==> src/rtl/gcd_arbiter.sv <==
// rtl/gcd_arbiter.sv - round-robin arbiter sharing one GCD core between two requesters
module gcd_arbiter #(
    parameter int W       = 4,
    parameter int TIMEOUT = 64
) (
    input  logic         clk,
    input  logic         reset,
    input  logic         req0,
    input  logic         req1,
    input  logic [W-1:0] x0,
    input  logic [W-1:0] y0,
    input  logic [W-1:0] x1,
    input  logic [W-1:0] y1,
    output logic         ack0,
    output logic         ack1,
    output logic         valid0,
    output logic         valid1,
    output logic [W-1:0] res,
    output logic         err,
    output logic         busy,
    output logic         gcd_start,
    output logic [W-1:0] gcd_x,
    output logic [W-1:0] gcd_y,
    input  logic [W-1:0] gcd_result,
    input  logic         gcd_done
);

    localparam int CW = $clog2(TIMEOUT);

    typedef enum logic [1:0] {IDLE, ISSUE, DRAIN} state_t;

    state_t        state, state_d;
    logic          owner, owner_d;
    logic          last, last_d;
    logic [CW-1:0] cnt, cnt_d;
    logic          aborted, aborted_d;
    logic [W-1:0]  x_d, y_d, res_d;
    logic          ack0_d, ack1_d, valid0_d, valid1_d, err_d, busy_d, start_d;
    logic          grant_k;
    logic [W-1:0]  gx, gy;

    always_ff @(posedge clk or posedge reset) begin
        if (reset) begin
            state     <= IDLE;
            owner     <= 1'b0;
            last      <= 1'b1;
            cnt       <= '0;
            aborted   <= 1'b0;
            gcd_x     <= '0;
            gcd_y     <= '0;
            res       <= '0;
            ack0      <= 1'b0;
            ack1      <= 1'b0;
            valid0    <= 1'b0;
            valid1    <= 1'b0;
            err       <= 1'b0;
            busy      <= 1'b0;
            gcd_start <= 1'b0;
        end else begin
            state     <= state_d;
            owner     <= owner_d;
            last      <= last_d;
            cnt       <= cnt_d;
            aborted   <= aborted_d;
            gcd_x     <= x_d;
            gcd_y     <= y_d;
            res       <= res_d;
            ack0      <= ack0_d;
            ack1      <= ack1_d;
            valid0    <= valid0_d;
            valid1    <= valid1_d;
            err       <= err_d;
            busy      <= busy_d;
            gcd_start <= start_d;
        end
    end

    always_comb begin
        state_d   = state;
        owner_d   = owner;
        last_d    = last;
        cnt_d     = cnt;
        aborted_d = aborted;
        x_d       = gcd_x;
        y_d       = gcd_y;
        res_d     = res;
        ack0_d    = 1'b0;
        ack1_d    = 1'b0;
        valid0_d  = 1'b0;
        valid1_d  = 1'b0;
        err_d     = 1'b0;
        start_d   = gcd_start;
        grant_k   = 1'b0;
        gx        = '0;
        gy        = '0;
        case (state)
            IDLE: begin
                if (req0 || req1) begin
                    // On a tie the requester not served last time wins
                    grant_k = (req0 && req1) ? ~last : req1;
                    gx      = grant_k ? x1 : x0;
                    gy      = grant_k ? y1 : y0;
                    owner_d = grant_k;
                    last_d  = grant_k;
                    x_d     = gx;
                    y_d     = gy;
                    ack0_d  = ~grant_k;
                    ack1_d  = grant_k;
                    if (gx == '0 || gy == '0) begin
                        res_d    = gx | gy;
                        valid0_d = ~grant_k;
                        valid1_d = grant_k;
                    end else begin
                        state_d = ISSUE;
                        start_d = 1'b1;
                        cnt_d   = '0;
                    end
                end
            end
            ISSUE: begin
                cnt_d = cnt + CW'(1);
                if (gcd_done) begin
                    res_d   = gcd_result;
                    start_d = 1'b0;
                    state_d = DRAIN;
                end else if (cnt == CW'(TIMEOUT - 1)) begin
                    res_d     = '0;
                    aborted_d = 1'b1;
                    start_d   = 1'b0;
                    state_d   = DRAIN;
                end
            end
            DRAIN: begin
                // Hold off completion until the core has released done
                start_d = 1'b0;
                if (!gcd_done) begin
                    valid0_d  = ~owner;
                    valid1_d  = owner;
                    err_d     = aborted;
                    aborted_d = 1'b0;
                    state_d   = IDLE;
                end
            end
            default: state_d = IDLE;
        endcase
        busy_d = (state_d != IDLE);
    end

endmodule
==> config.mk <==
export PLATFORM = sky130hd
export DESIGN_NAME = gcd_arbiter
export DESIGN_NICKNAME = d
export VERILOG_FILES = /design/src/rtl/gcd_arbiter.sv
export SDC_FILE = /design/constraint.sdc
export NUM_CORES = 1
export LEC_CHECK = 0
export BUFFER_PORTS_ARGS = -buffer_cell sky130_fd_sc_hd__clkbuf_2
export CORE_UTILIZATION = 47
export CTS_CLUSTER_DIAMETER = 80
export CTS_CLUSTER_SIZE = 25
export DETAILED_ROUTE_END_ITERATION = 6
export HOLD_SLACK_MARGIN = 0.15
export PLACE_DENSITY = 0.75
export REMOVE_ABC_BUFFERS = 1
export SETUP_SLACK_MARGIN = 0.4
export SLEW_MARGIN = 20
export SYNTH_ARGS = -nofsm -noshare
export SYNTH_HDL_FRONTEND = slang
export SYNTH_SLANG_ARGS = --single-unit
==> constraint.sdc <==
create_clock -name clk -period 1.9 [get_ports clk]
set_input_delay 0.38 -clock clk [delete_from_list [all_inputs] [get_ports clk]]
set_output_delay 0.38 -clock clk [all_outputs]
set_load 0.02 [all_outputs]
======== After elaboration in Yosys (flattened, before gate mapping) ========
Cells that the tools add are included.
storage, ports and cells
  bits in registers ....................... 30
  bits of input ports ..................... 25
  output and inout port bits .............. 19
  word-level logic and storage cells ...... 85
operators by class
  $add $sub $neg .......................... 1
  equality and inequality tests ........... 10
  mux-type cells .......................... 40
  bitwise gates (word level) .............. 4
  reductions and logical operators ........ 15
operators with widths
  cell                                                              number
  4-bit 2-to-1 mux                                                  6
  1-bit 2-to-1 mux                                                  20
  6-bit 2-to-1 mux                                                  2
  2-bit != test (second input constant)                             6
  6-bit case mux with 2 select lines                                1
  4-bit AND reduction                                               3
  2-bit 2-to-1 mux                                                  5
  4-bit zero test                                                   2
  4-bit case mux with 2 select lines                                1
  6-bit by 1-bit adder with 6-bit output (second input constant)    1
  6-bit == test (second input constant)                             1
  1-bit case mux with 2 select lines                                3
  2-bit case mux with 3 select lines                                1
  2-bit nonzero test                                                3
  4-bit OR                                                          1
  3-bit != test (second input constant)                             1
  1-bit inverter                                                    3
  1-bit case mux with 3 select lines                                1
  3-bit AND reduction                                               1
  3-bit nonzero test                                                1
  2-bit by 1-bit == test with 1-bit output (second input constant)  1
  2-bit == test (second input constant)                             1
  2-bit zero test                                                   1
  1-bit logical OR                                                  2
  2 further kinds                                                   2

======== Logic depth before layout (Yosys ltp) ========
  word-level depth ........................ 9
  depth in mapped cells ................... 8
  mapped depth without buffers ............ 7

======== Worst setup path after synthesis ========
No wires, ideal clock.
  kind .................................... reg-to-reg
  from .................................... register state[1]
  to ...................................... register cnt[2]
  library setup time ...................... 126 ps
  arrival time ............................ 1746 ps
  required time ........................... 1774 ps
  slack ................................... 28 ps
  cell stages (with the launch flop) ...... 8
  buffers on the path ..................... 2
  period minus slack after synthesis ...... 1872 ps
  cells stage by stage .................... dfrtp_1 > inv_1 > ha_1 > clkbuf_1 > inv_1 > or3_1 > buf_6 > a221o_1
between the ends
  cells in the longest elaborated chain, start to end .. 3
  elaborated cells on any way between the ends .. 7
  classes of those cells .................. eq/ne: 3; mux: 1; reduce/logical: 3
RTL lines
  element                                                                             RTL line  source
  from (decl)                                                                         32        state_t state, state_d;
  from (signal assigned)                                                              60        state <= state_d;
  2-bit zero test / 2-bit by 1-bit == test with 1-bit output (equally long branches)  96        case (state)
  2-bit != test (no source line) / 2-bit nonzero test (equally long branches)         n/a
  3-bit AND reduction (no source line)                                                n/a
  to (signal assigned)                                                                63        cnt <= cnt_d;
  to (decl)                                                                           35        logic [CW-1:0] cnt, cnt_d;
Several ways; a longest one is shown, not always the timed one.
A chain may end at the register's enable or synchronous reset.

======== Worst setup path after layout ========
  from .................................... register last
  to ...................................... register res[2]
between the ends
  cells in the longest elaborated chain, start to end .. 7
  elaborated cells on any way between the ends .. 13
  classes of those cells .................. eq/ne: 1; mux: 6; bitwise: 2; reduce/logical: 4
RTL lines
  element                                                                                            RTL line  source
  from (decl)                                                                                        34        logic last, last_d;
  from (signal assigned)                                                                             62        last <= last_d;
  1-bit inverter *                                                                                   100       grant_k = (req0 && req1) ? ~last : req1;
  1-bit 2-to-1 mux *                                                                                 100
  4-bit 2-to-1 mux (on tied branches)                                                                101, 102
  4-bit zero test / 4-bit OR (equally long branches)                                                 109, 110
  1-bit logical OR / 4-bit 2-to-1 mux (equally long branches)                                        109       if (gx == '0 || gy == '0) begin
  2-bit != test (no source line) / 4-bit 2-to-1 mux (equally long branches)                          n/a
  4-bit AND reduction (no source line) / 4-bit case mux with 2 select lines (equally long branches)  n/a
  to (signal assigned)                                                                               67        res <= res_d;
  to (decl)                                                                                          18        output logic [W-1:0] res,
Mark *: on every way between the ends. The rest lies on a longest branch, timed or not. The select of a mux whose other input is x is not followed.

==> flow_summary.json <==
{
  "status": "complete, no violations",
  "root_buffer": "clkbuf_4",
  "drv_slew": 0,
  "tightest_slew_ns": 0.4643,
  "core_um2": 3337,
  "grt_overflow": 0,
  "syn_avg_cell_area_um2": 10.01,
  "period_needed_ns": 1.804,
  "synth.distinct_cells": 44,
  "r2r-start": "last",
  "firstDrtPassIters": 4,
  "cts_tree": "yes",
  "synthFlopType": "dfrtp_1",
  "antenna_cells": 0,
  "remaining_drc_errors": 0,
  "cts.sinks": 30,
  "die_w_um": 60.92,
  "io_buffers": 43,
  "synth_edf_count": 0,
  "fillers": 253,
  "reg2reg_to": "res[2]",
  "routedWlPerCell_um": 16.21,
  "crit_arrival_ns": 2.03,
  "grt_max_degree": 31,
  "hold_path.startpoint": "x1[2]",
  "finalSetupViolations": 0,
  "start_kind": "flip-flop",
  "timing.final.crit_share": 0.9493,
  "rrSetupSlack_ns": 0.1,
  "fmax_mhz": 554.4,
  "layout_common_cells": "43 x clkbuf_2, 29 x dfrtp_1, 19 x buf_4",
  "syn_to_final_growth_pct": 44.40,
  "setup_tns_ns": 0,
  "leakage_nw": 1.106,
  "yosysTopAreaCellShare": 0.4448,
  "drv_cap": 0,
  "relSlewSlack": 0.6879,
  "met2_usage": 0.4129,
  "nNetsFinal": 260,
  "cts_htree_levels": 2,
  "synth_area_um2": 1632,
  "hp-class": "in -> reg",
  "holdPathStages": 3,
  "die_area_um2": 3711,
  "gp_congestion": 0.8532,
  "die_h_um": 60.92,
  "yosysTopAreaCell": "dfrtp_1",
  "ys_seq_area_frac": 0.4609,
  "wl_um": 4490,
  "power_density_nw_per_um2": 1562,
  "synth_seq_cells": 30,
  "cts-buffers-inserted": 5,
  "place_area_um2": 1924,
  "path_max_fanout": 4,
  "avgViaCountPerCell": 5.697,
  "ys.warnings.count": 0,
  "criticalPathCategory": "reg -> reg",
  "crit_required_ns": 2.13,
  "hold_end": "gcd_x[2]",
  "track_usage": 0.2544,
  "postSynthCellCount": 163,
  "drive_above_1_share": 0.4935,
  "fp-row-count": 21,
  "initial_core_util": 0.4889,
  "async_reset_ff_frac": 1.000,
  "ff2ff_path_depth": 6,
  "clk_path_buf_depth": 2,
  "grt_pass1_wl_um": 6851,
  "use_met1": 0.3147,
  "yosys-top-cells-area": "dfrtp_1 44%, mux2i_1 4.9%, nand2_1 4.4%",
  "first_iter_violations": 96,
  "vdd_drop_max_mv": 0.8257,
  "top_level_ports": 44,
  "busiest_layer": "met2",
  "grt_antenna_before_repair": 0,
  "skew_ns": 0.003360,
  "vias": 1578,
  "end_kind": "flip-flop",
  "clk_pin_slew_ns": 0.10,
  "final_util": 0.7060,
  "met3_usage": 0.06823,
  "rsz0062_at_grt": "true",
  "clkLatencyLatePin_ns": 0.34,
  "finalHoldViolations": 0,
  "drtAntennaViolNets": 0,
  "grt_pass1_vias": 1524,
  "layout_commonest_cell": "clkbuf_2",
  "dp_hpwl_um": 2973,
  "final_cell_area_um2": 2356
}
-- report_power, final --
part           internal [mW]  switching [mW]
Combinational          0.969            1.15
Clock                  0.272           0.231
Sequential             0.896           0.165
-- synth_stat cells, types with 2 or more instances --
cell / count
mux2i_1: 8
o31ai_1: 6
buf_2: 2
clkbuf_1: 5
dfrtp_1: 29
nor3_1: 9
mux2_2: 4
ha_1: 5
a221o_1: 4
or2_2: 3
a22o_1: 2
nand2_1: 19
nor2_1: 7
and3_1: 4
nand3_1: 7
nor3b_1: 3
nor2b_1: 2
inv_1: 7
o21ai_0: 8
nor4_1: 4
a21oi_1: 2
-- routing by layer --
metal	wire length (um)	up-vias	share of wire
met5	0	-	0
met4	116	0	0.026
met1	1862	767	0.41
met2	2269	64	0.51
met3	242	12	0.054
li1	-	735	-
-- worst max path at each step --
stage	to	slack, ns	start
finish	res[2]	0.1	last
global route	res[2]	0.04	last
CTS	cnt[1]	0.20	last
detailed placement	res[3]	-0.03	y0[2]
global placement	res[1]	0.03	y0[2]
floorplan	res[0]	0.02	state[1]
-- cell type report --
class | instances | area (um2) | share of cell area
Clock buffer | 5 | 37.54 | 0.01593
Multi-Input combinational cell | 118 | 1018 | 0.4323
Inverter | 7 | 26.28 | 0.01115
Sequential cell | 30 | 752.0 | 0.3192
Tap cell | 46 | 57.56 | 0.02443
Clock inverter | 3 | 40.04 | 0.01699
Timing Repair Buffer | 68 | 424.2 | 0.1800
-- kinds of logic after synthesis --
family / count (synthesis) / synth area share
AOI/OAI and AO/OA: 38 / 0.1848
adders and majority gates: 5 / 0.03834
buffers and inverters: 15 / 0.04065
DFF: 30 / 0.4609
muxes: 12 / 0.07669
and+or+nand+nor: 63 / 0.1986
-- sequential cells by signal, indices dropped and copies added, names as in the netlist, 2 cells and up --
register	count
res	4
gcd_y	4
gcd_x	4
cnt	6
state	2
-- per-stage QoR --
stage                     setup slack [ns]  total power [mW]  std cells  hold WS [ns]
after floorplan                    0.01518             2.046        155        0.4526
after global placement             0.03152             2.489        252        0.4441
after detailed placement          -0.03039             2.557        252        0.4587
after CTS                           0.1988             3.287        271        0.3790
after global routing               0.04036             3.911        277        0.3935
final                              0.09633             3.681        277        0.3892
-- what timing repair did --
item	CTS	global route
buffers inserted	10	6
endpoints found under the hold margin	29	0
setup endpoints to repair	15	26
pin swaps	9	18
resized for setup	16	27
hold buffers	1	0
-- critical path, cell delays in order, from the launching register on --
cell	delay [ns]
dfstp_2	0.60
a21bo_4	0.16
nor3_4	0.04
o31ai_2	0.27
o211ai_1	0.14
buf_4	0.18
mux2_4	0.29
Power figures use the tool's default switching activity.
